<file path="config.mk">
export PLATFORM = sky130hd
export DESIGN_NAME = integral_seq_ctrl
export DESIGN_NICKNAME = d
export VERILOG_FILES = /design/src/rtl/integral_seq_ctrl.sv
export SDC_FILE = /design/constraint.sdc
export NUM_CORES = 1
export LEC_CHECK = 0
export ABC_AREA = 1
export CAP_MARGIN = 20
export CELL_PAD_IN_SITES_DETAIL_PLACEMENT = 1
export CELL_PAD_IN_SITES_GLOBAL_PLACEMENT = 2
export CORE_AREA = 2 2 138 140
export CTS_BUF_LIST = sky130_fd_sc_hd__clkbuf_4 sky130_fd_sc_hd__clkbuf_8
export CTS_CLUSTER_SIZE = 24
export DETAILED_ROUTE_END_ITERATION = 6
export DIE_AREA = 0 0 140 142
export PLACE_DENSITY = 0.84
export SETUP_SLACK_MARGIN = 0.1
export SLEW_MARGIN = 20
export SYNTH_ARGS = -nofsm -noshare
export SYNTH_HDL_FRONTEND = slang
export SYNTH_SLANG_ARGS = --single-unit
</file>
<file path="constraint.sdc">
create_clock -name clk -period 2.1 [get_ports clk]
set_input_delay 0.63 -clock clk [delete_from_list [all_inputs] [get_ports clk]]
set_output_delay 0.63 -clock clk [all_outputs]
set_load 0.005 [all_outputs]
</file>
<file path="src/rtl/integral_seq_ctrl.sv">
//-----------------------------------------------------------------------------
// integral_seq_ctrl
//
// Frame sequencer for the column-pair integral pipeline. On start it walks the
// beats j = 0 .. NUM_COLS/2 and issues one column-pair memory read per beat,
// throttled by result-FIFO credit and stopped early by abort. The read is
// forwarded one cycle later to the magnitude-square datapath. A 5-stage tag
// pipeline follows each beat until its result returns on dp_ready, where the
// returned indices are checked and the result is pushed into the result FIFO.
//
// Ports
//   clk, rst                 clock (rising edge), synchronous active-high reset
//   start, abort             frame start pulse / stop issuing new beats
//   mem_rd_en, mem_rd_idx1/2 column memory read strobe and pair addresses
//   dp_valid, dp_index_col_* datapath request (memory strobe delayed 1 cycle)
//   dp_ready, dp_out_index_* datapath result strobe and returned indices
//   res_push, res_col2_vld   result FIFO write enable, col_2-meaningful flag
//   rf_pop                   downstream removed one result FIFO entry
//   busy, done               frame in progress / 1-cycle completion pulse
//   err_idx, err_credit      sticky index-mismatch / credit-overflow flags
//-----------------------------------------------------------------------------
`timescale 1ns/1ps
module integral_seq_ctrl #(
    parameter int NUM_COLS = 2048,
    parameter int RF_DEPTH = 8
) (
    input  logic        clk,
    input  logic        rst,
    input  logic        start,
    input  logic        abort,
    output logic        mem_rd_en,
    output logic [10:0] mem_rd_idx1,
    output logic [10:0] mem_rd_idx2,
    output logic        dp_valid,
    output logic [10:0] dp_index_col_1,
    output logic [10:0] dp_index_col_2,
    input  logic        dp_ready,
    input  logic [10:0] dp_out_index_col1,
    input  logic [10:0] dp_out_index_col2,
    output logic        res_push,
    output logic        res_col2_vld,
    input  logic        rf_pop,
    output logic        busy,
    output logic        done,
    output logic        err_idx,
    output logic        err_credit
);

    // Stage 0 is the datapath request register; stage TAG_LEN-1 lines up
    // with dp_ready (issue + 5 cycles).
    localparam int          TAG_LEN      = 5;
    localparam logic [10:0] HALF         = 11'(NUM_COLS / 2);
    localparam logic [10:0] NCOLS_M1     = 11'(NUM_COLS - 1);
    localparam logic [3:0]  CREDIT_MAX   = 4'(RF_DEPTH);
    localparam logic [2:0]  INFLIGHT_MAX = 3'd6;

    typedef enum logic [1:0] {
        S_IDLE  = 2'd0,
        S_ISSUE = 2'd1,
        S_DRAIN = 2'd2,
        S_DONE  = 2'd3
    } state_t;

    state_t r_state;
    state_t w_state_nxt;

    logic [10:0] r_beat;
    logic [3:0]  r_credit;
    logic [2:0]  r_inflight;
    logic [2:0]  w_inflight_nxt;
    logic        r_err_idx;
    logic        r_err_credit;

    logic [TAG_LEN-1:0]       r_tag_vld;
    logic [TAG_LEN-1:0]       r_tag_c2;
    logic [TAG_LEN-1:0][10:0] r_tag_i1;
    logic [TAG_LEN-1:0][10:0] r_tag_i2;

    logic        w_start_ok;
    logic        w_issue;
    logic        w_last_beat;
    logic        w_ret;
    logic        w_idx_bad;
    logic        w_credit_ovf;
    logic [21:0] w_pair;
    logic        w_pair_c2;

    // Column pair for beat j. NUM_COLS - j is formed as (NUM_COLS-1) - j + 1
    // so the arithmetic stays 11 bits wide even for NUM_COLS = 2048.
    function automatic logic [21:0] beat_pair(input logic [10:0] j);
        logic [10:0] mirror;
        mirror = NCOLS_M1 - j + 11'd1;
        if (j == 11'd0) begin
            return {11'd0, 11'd0};
        end else if (j == HALF) begin
            return {HALF, 11'd0};
        end else begin
            return {j, mirror};
        end
    endfunction

    // Shared control strobes for the current cycle.
    always_comb begin
        w_start_ok   = start && (r_state == S_IDLE);
        w_issue      = (r_state == S_ISSUE) && (r_credit != 4'd0) && !abort && !rst;
        w_last_beat  = w_issue && (r_beat == HALF);
        // A dp_ready with no matching tag (e.g. left over from before a reset)
        // is not a result of this frame and is ignored everywhere.
        w_ret        = dp_ready && r_tag_vld[TAG_LEN-1];
        w_idx_bad    = w_ret && ((dp_out_index_col1 != r_tag_i1[TAG_LEN-1]) ||
                                 (dp_out_index_col2 != r_tag_i2[TAG_LEN-1]));
        w_credit_ovf = rf_pop && !w_issue && (r_credit == CREDIT_MAX);
        w_pair       = beat_pair(r_beat);
        w_pair_c2    = (r_beat != 11'd0) && (r_beat != HALF);
    end

    // In-flight count after this cycle's issue/return; drain completion is
    // decided on this value so done comes one cycle after the last return.
    always_comb begin
        w_inflight_nxt = r_inflight;
        case ({w_issue, w_ret})
            2'b10:   w_inflight_nxt = (r_inflight == INFLIGHT_MAX) ? r_inflight : r_inflight + 3'd1;
            2'b01:   w_inflight_nxt = (r_inflight == 3'd0) ? r_inflight : r_inflight - 3'd1;
            default: w_inflight_nxt = r_inflight;
        endcase
    end

    // FSM state register.
    always_ff @(posedge clk) begin
        if (rst) begin
            r_state <= S_IDLE;
        end else begin
            r_state <= w_state_nxt;
        end
    end

    // FSM next-state logic.
    always_comb begin
        w_state_nxt = r_state;
        case (r_state)
            S_IDLE:  w_state_nxt = start ? S_ISSUE : S_IDLE;
            S_ISSUE: w_state_nxt = (w_last_beat || abort) ? S_DRAIN : S_ISSUE;
            S_DRAIN: w_state_nxt = (w_inflight_nxt == 3'd0) ? S_DONE : S_DRAIN;
            S_DONE:  w_state_nxt = S_IDLE;
            default: w_state_nxt = S_IDLE;
        endcase
    end

    // FSM outputs; everything is forced low while reset is asserted.
    always_comb begin
        mem_rd_en    = w_issue;
        mem_rd_idx1  = w_issue ? w_pair[21:11] : 11'd0;
        mem_rd_idx2  = w_issue ? w_pair[10:0]  : 11'd0;
        busy         = !rst && (r_state != S_IDLE);
        done         = !rst && (r_state == S_DONE);
        res_push     = !rst && w_ret;
        res_col2_vld = !rst && w_ret && r_tag_c2[TAG_LEN-1];
    end

    // Beat counter: cleared by an accepted start, advances only on issue.
    always_ff @(posedge clk) begin
        if (rst) begin
            r_beat <= 11'd0;
        end else if (w_start_ok) begin
            r_beat <= 11'd0;
        end else if (w_issue) begin
            r_beat <= r_beat + 11'd1;
        end else begin
            r_beat <= r_beat;
        end
    end

    // Result FIFO credit; a pop that would exceed capacity is dropped.
    always_ff @(posedge clk) begin
        if (rst) begin
            r_credit <= CREDIT_MAX;
        end else begin
            case ({w_issue, rf_pop})
                2'b10:   r_credit <= r_credit - 4'd1;
                2'b01:   r_credit <= (r_credit == CREDIT_MAX) ? r_credit : r_credit + 4'd1;
                default: r_credit <= r_credit;
            endcase
        end
    end

    // In-flight beat counter.
    always_ff @(posedge clk) begin
        if (rst) begin
            r_inflight <= 3'd0;
        end else begin
            r_inflight <= w_inflight_nxt;
        end
    end

    // Tag pipeline: per-beat valid, expected indices and col_2 flag.
    always_ff @(posedge clk) begin
        if (rst) begin
            r_tag_vld <= '0;
            r_tag_c2  <= '0;
            r_tag_i1  <= '0;
            r_tag_i2  <= '0;
        end else begin
            r_tag_vld <= {r_tag_vld[TAG_LEN-2:0], w_issue};
            r_tag_c2  <= {r_tag_c2[TAG_LEN-2:0],  w_issue && w_pair_c2};
            r_tag_i1  <= {r_tag_i1[TAG_LEN-2:0],  mem_rd_idx1};
            r_tag_i2  <= {r_tag_i2[TAG_LEN-2:0],  mem_rd_idx2};
        end
    end

    // Sticky error flags; a new error in the start cycle wins over the clear.
    always_ff @(posedge clk) begin
        if (rst) begin
            r_err_idx    <= 1'b0;
            r_err_credit <= 1'b0;
        end else begin
            if (w_idx_bad) begin
                r_err_idx <= 1'b1;
            end else if (w_start_ok) begin
                r_err_idx <= 1'b0;
            end else begin
                r_err_idx <= r_err_idx;
            end
            if (w_credit_ovf) begin
                r_err_credit <= 1'b1;
            end else if (w_start_ok) begin
                r_err_credit <= 1'b0;
            end else begin
                r_err_credit <= r_err_credit;
            end
        end
    end

    // Datapath request is tag stage 0 (indices are zero when not issuing).
    assign dp_valid       = r_tag_vld[0];
    assign dp_index_col_1 = r_tag_i1[0];
    assign dp_index_col_2 = r_tag_i2[0];
    assign err_idx        = r_err_idx;
    assign err_credit     = r_err_credit;

endmodule

</file>
==> impl_metrics.tcl <==
set metrics [dict create \
    layout_commonest_cell "nor2_1" \
    synth_warnings 0 \
    reg2reg_from "r_beat[1]" \
    grt_first_pass_wirelength_mm 24.8 \
    fillCellCount 2188 \
    p_sw_uw 1540 \
    post-route-util 0.437 \
    failed_checks "negative setup slack" \
    layout_common_cells "148 x nor2_1, 130 x inv_1, 115 x dfxtp_1, 93 x buf_4, 64 x nand2_1" \
    vias 4726 \
    status "finished with violations" \
    cts_tree "yes" \
    start_util 0.285 \
    fin_ws_ps -475 \
    cp.arrival_ps 1940 \
    whs_path_depth 2 \
    p_total_uw 5810 \
    critPathKind "reg2out" \
    syn_avg_cell_area_um2 7.71 \
    endpoint_kind "primary output" \
    regArea_um2 2770 \
    synth_top_area_frac 0.521 \
    multiInputGateArea_um2 2150 \
    pwr-share-seq 0.461 \
    rr_endpoint "dp_index_col_2[5]" \
    swShare 0.266 \
    powerDensity_nw_per_um2 720 \
    reg2reg_depth 19 \
    whs_ps 399 \
    postRouteAntennaNets 0 \
    tightest_slew_ps 460 \
    ys_types 30 \
    numCtsBuffers 17 \
    place_area_um2 6650 \
    finalWirelength_mm 17.8 \
    holdCritStartpoint "r_tag_i1[23]" \
    final-hold-violation-count 0 \
    die_h_um 142 \
    synth.largest_area_cell "dfxtp_1" \
    dpl_worst_slack_ps -892 \
    synth_area_leaders "dfxtp_1 52%, nor2_1 12%, inv_1 10%" \
    drc_errors 0 \
    power_frac_clock 0.369 \
    rsz0062_at_grt "yes" \
    cts_buffer_depth 2 \
    antenna_found_initial 0 \
    wire_per_inst_um 15.9 \
    max_slew_margin 0.693 \
    synth.cell_area_um2 5260 \
    fmax_ghz 0.388 \
    cts_sinks 137 \
    period_share 1.23 \
    skew_ps 14.4 \
    gp_congestion 0.863 \
    synth_cells 683 \
    synthesis.nets 722 \
    p_comb_frac 0.170 \
    grt_max_degree 47 \
    post-dp-hpwl_mm 9.64 \
    drv_cap 0 \
    cp-start-kind "flop" \
    slew_violations 0 \
    synthArstFlopShare 0 \
    crit_required_ps 1470 \
    fin_area_um2 8060 \
    ir_drop_v 0.000367 \
    grt_use_total 0.162 \
    area_growth_pct 53.1 \
    grt-ovfl-total 0 \
    ff2ff_setup_slack_ps -250 \
    fin_crit_ps 2570 \
    drive_above_1_share 0.348 \
    io_buffers 79 \
    die_w_um 140 \
    grt_pass1_vias 4774 \
    cts.clk_slew.worst_paths_ps 80 \
    worstHoldEndpoint "r_tag_i1[34]" \
    die-area_um2 19900 \
    synth_seq_area_share 0.521 \
    ys_ff_latch 137 \
    htreeDepth 4 \
    synth-edff-count 0 \
    setup_viol 31 \
    rows 50 \
    ios 80 \
    hold_path.class "reg2reg" \
    worstSkewPairLatency_ps 450 \
    drt_first_pass_iters 6 \
    diodes 0 \
    intPower_uw 4260 \
    via_per_inst 4.23 \
    drt-initial-drc-count 224 \
    cts_hold_buf 0 \
    crit_fanout 5 \
    p_leak_uw 0.00356 \
    cts_root_buf "clkbuf_8" \
    synth_flop_cell "dfxtp_1" \
    fin_nets 910 \
    fp.coreArea_um2 18500 \
]
how the worst max path moves through the flow:
stage	cells after the start	slack (ps)	end	start
floorplan	8	-30	mem_rd_idx2[0]	rst
global placement	7	-900	mem_rd_idx2[5]	abort
detailed placement	7	-890	mem_rd_idx2[5]	abort
CTS	10	-390	mem_rd_idx2[7]	r_beat[1]
global route	9	-580	mem_rd_idx2[7]	r_beat[1]
finish	10	-470	mem_rd_idx2[10]	r_beat[1]
sequential cells by signal (all words and copies together), names as in the netlist, named ones only:
name and count:
dp_index_col_1 11, dp_index_col_2 10, err_credit 1, err_idx 1, r_beat 11, r_credit 4, r_inflight 3, r_state 1
r_tag_c2 5, r_tag_i1 44, r_tag_i2 40, r_tag_vld 5
synth_stat cells, types with 2 or more instances:
cell type / instances
a21oi_1: 19
buf_2: 2
buf_4: 24
buf_6: 2
clkbuf_1: 11
dfxtp_1: 137
ha_1: 10
inv_1: 143
inv_2: 6
nand2_1: 78
nand2_2: 2
nand3_1: 27
nand4_1: 3
nor2_1: 169
nor2_2: 5
nor2_4: 2
nor3_1: 4
o21ai_0: 9
o21ai_1: 3
xnor2_1: 3
xor2_1: 15
metrics by stage:
step,setup TNS (ps),instances
after detailed placement,-26470,1021
after global routing,-10710,1117
after CTS,-7230,1099
final,-8950,1117
after global placement,-25770,1021
after floorplan,-30.6,683
cells by family (layout without fill, tap and decap cells):
group	count (synthesis)	after routing	share of synthesized area
DFF	137	137	0.521
and+or+nand+nor	293	293	0.229
AOI/OAI and AO/OA	35	35	0.0369
adders and majority gates	11	11	0.0276
buffers and inverters	189	389	0.155
xor gates and xnor gates	18	18	0.0300
final cells by class:
class	count	share of cell area
Multi-Input combinational cell	357	0.267
Sequential cell	137	0.344
Clock buffer	23	0.0362
Inverter	149	0.0739
Clock inverter	8	0.0120
Timing Repair Buffer	209	0.231
Tap cell	234	0.0363
critical path, cell delays in order, from the launching register on:
cell,delay (ps)
dfxtp_2,350
inv_4,90
ha_4,160
nand3_4,90
nor2_4,130
inv_2,70
o21ai_4,180
buf_6,140
buf_12,120
nor2_1,40
buf_2,120
routing by layer:
layer / wire length (um) / vias to the layer above / global-route usage
met1: 7400 / 2175 / 0.187
li1: - / 2343 / -
met3: 792 / 56 / 0.0404
met4: 795 / 0 / 0.0898
met5: 0 / - / 0
met2: 8780 / 152 / 0.277
power groups by stage:
| stage | logic [uW] | clock network (uW) | registers, uW |
|---|---|---|---|
| 6_report | 986 | 2140 | 2680 |
| 5_1_grt | 1040 | 2300 | 2680 |
| 4_1_cts | 738 | 2180 | 2670 |
| 3_5_place_dp | 587 | 0 | 2720 |
| 3_3_place_gp | 577 | 0 | 2720 |
| 2_1_floorplan | 311 | 0 | 2720 |
timing repair:
item	in CTS	in global routing
setup buffers	50	24
cloned	1	0
pin swaps	27	34
setup endpoints to repair	47	39
gates resized for setup	222	66
Power figures use the tool's default switching activity.
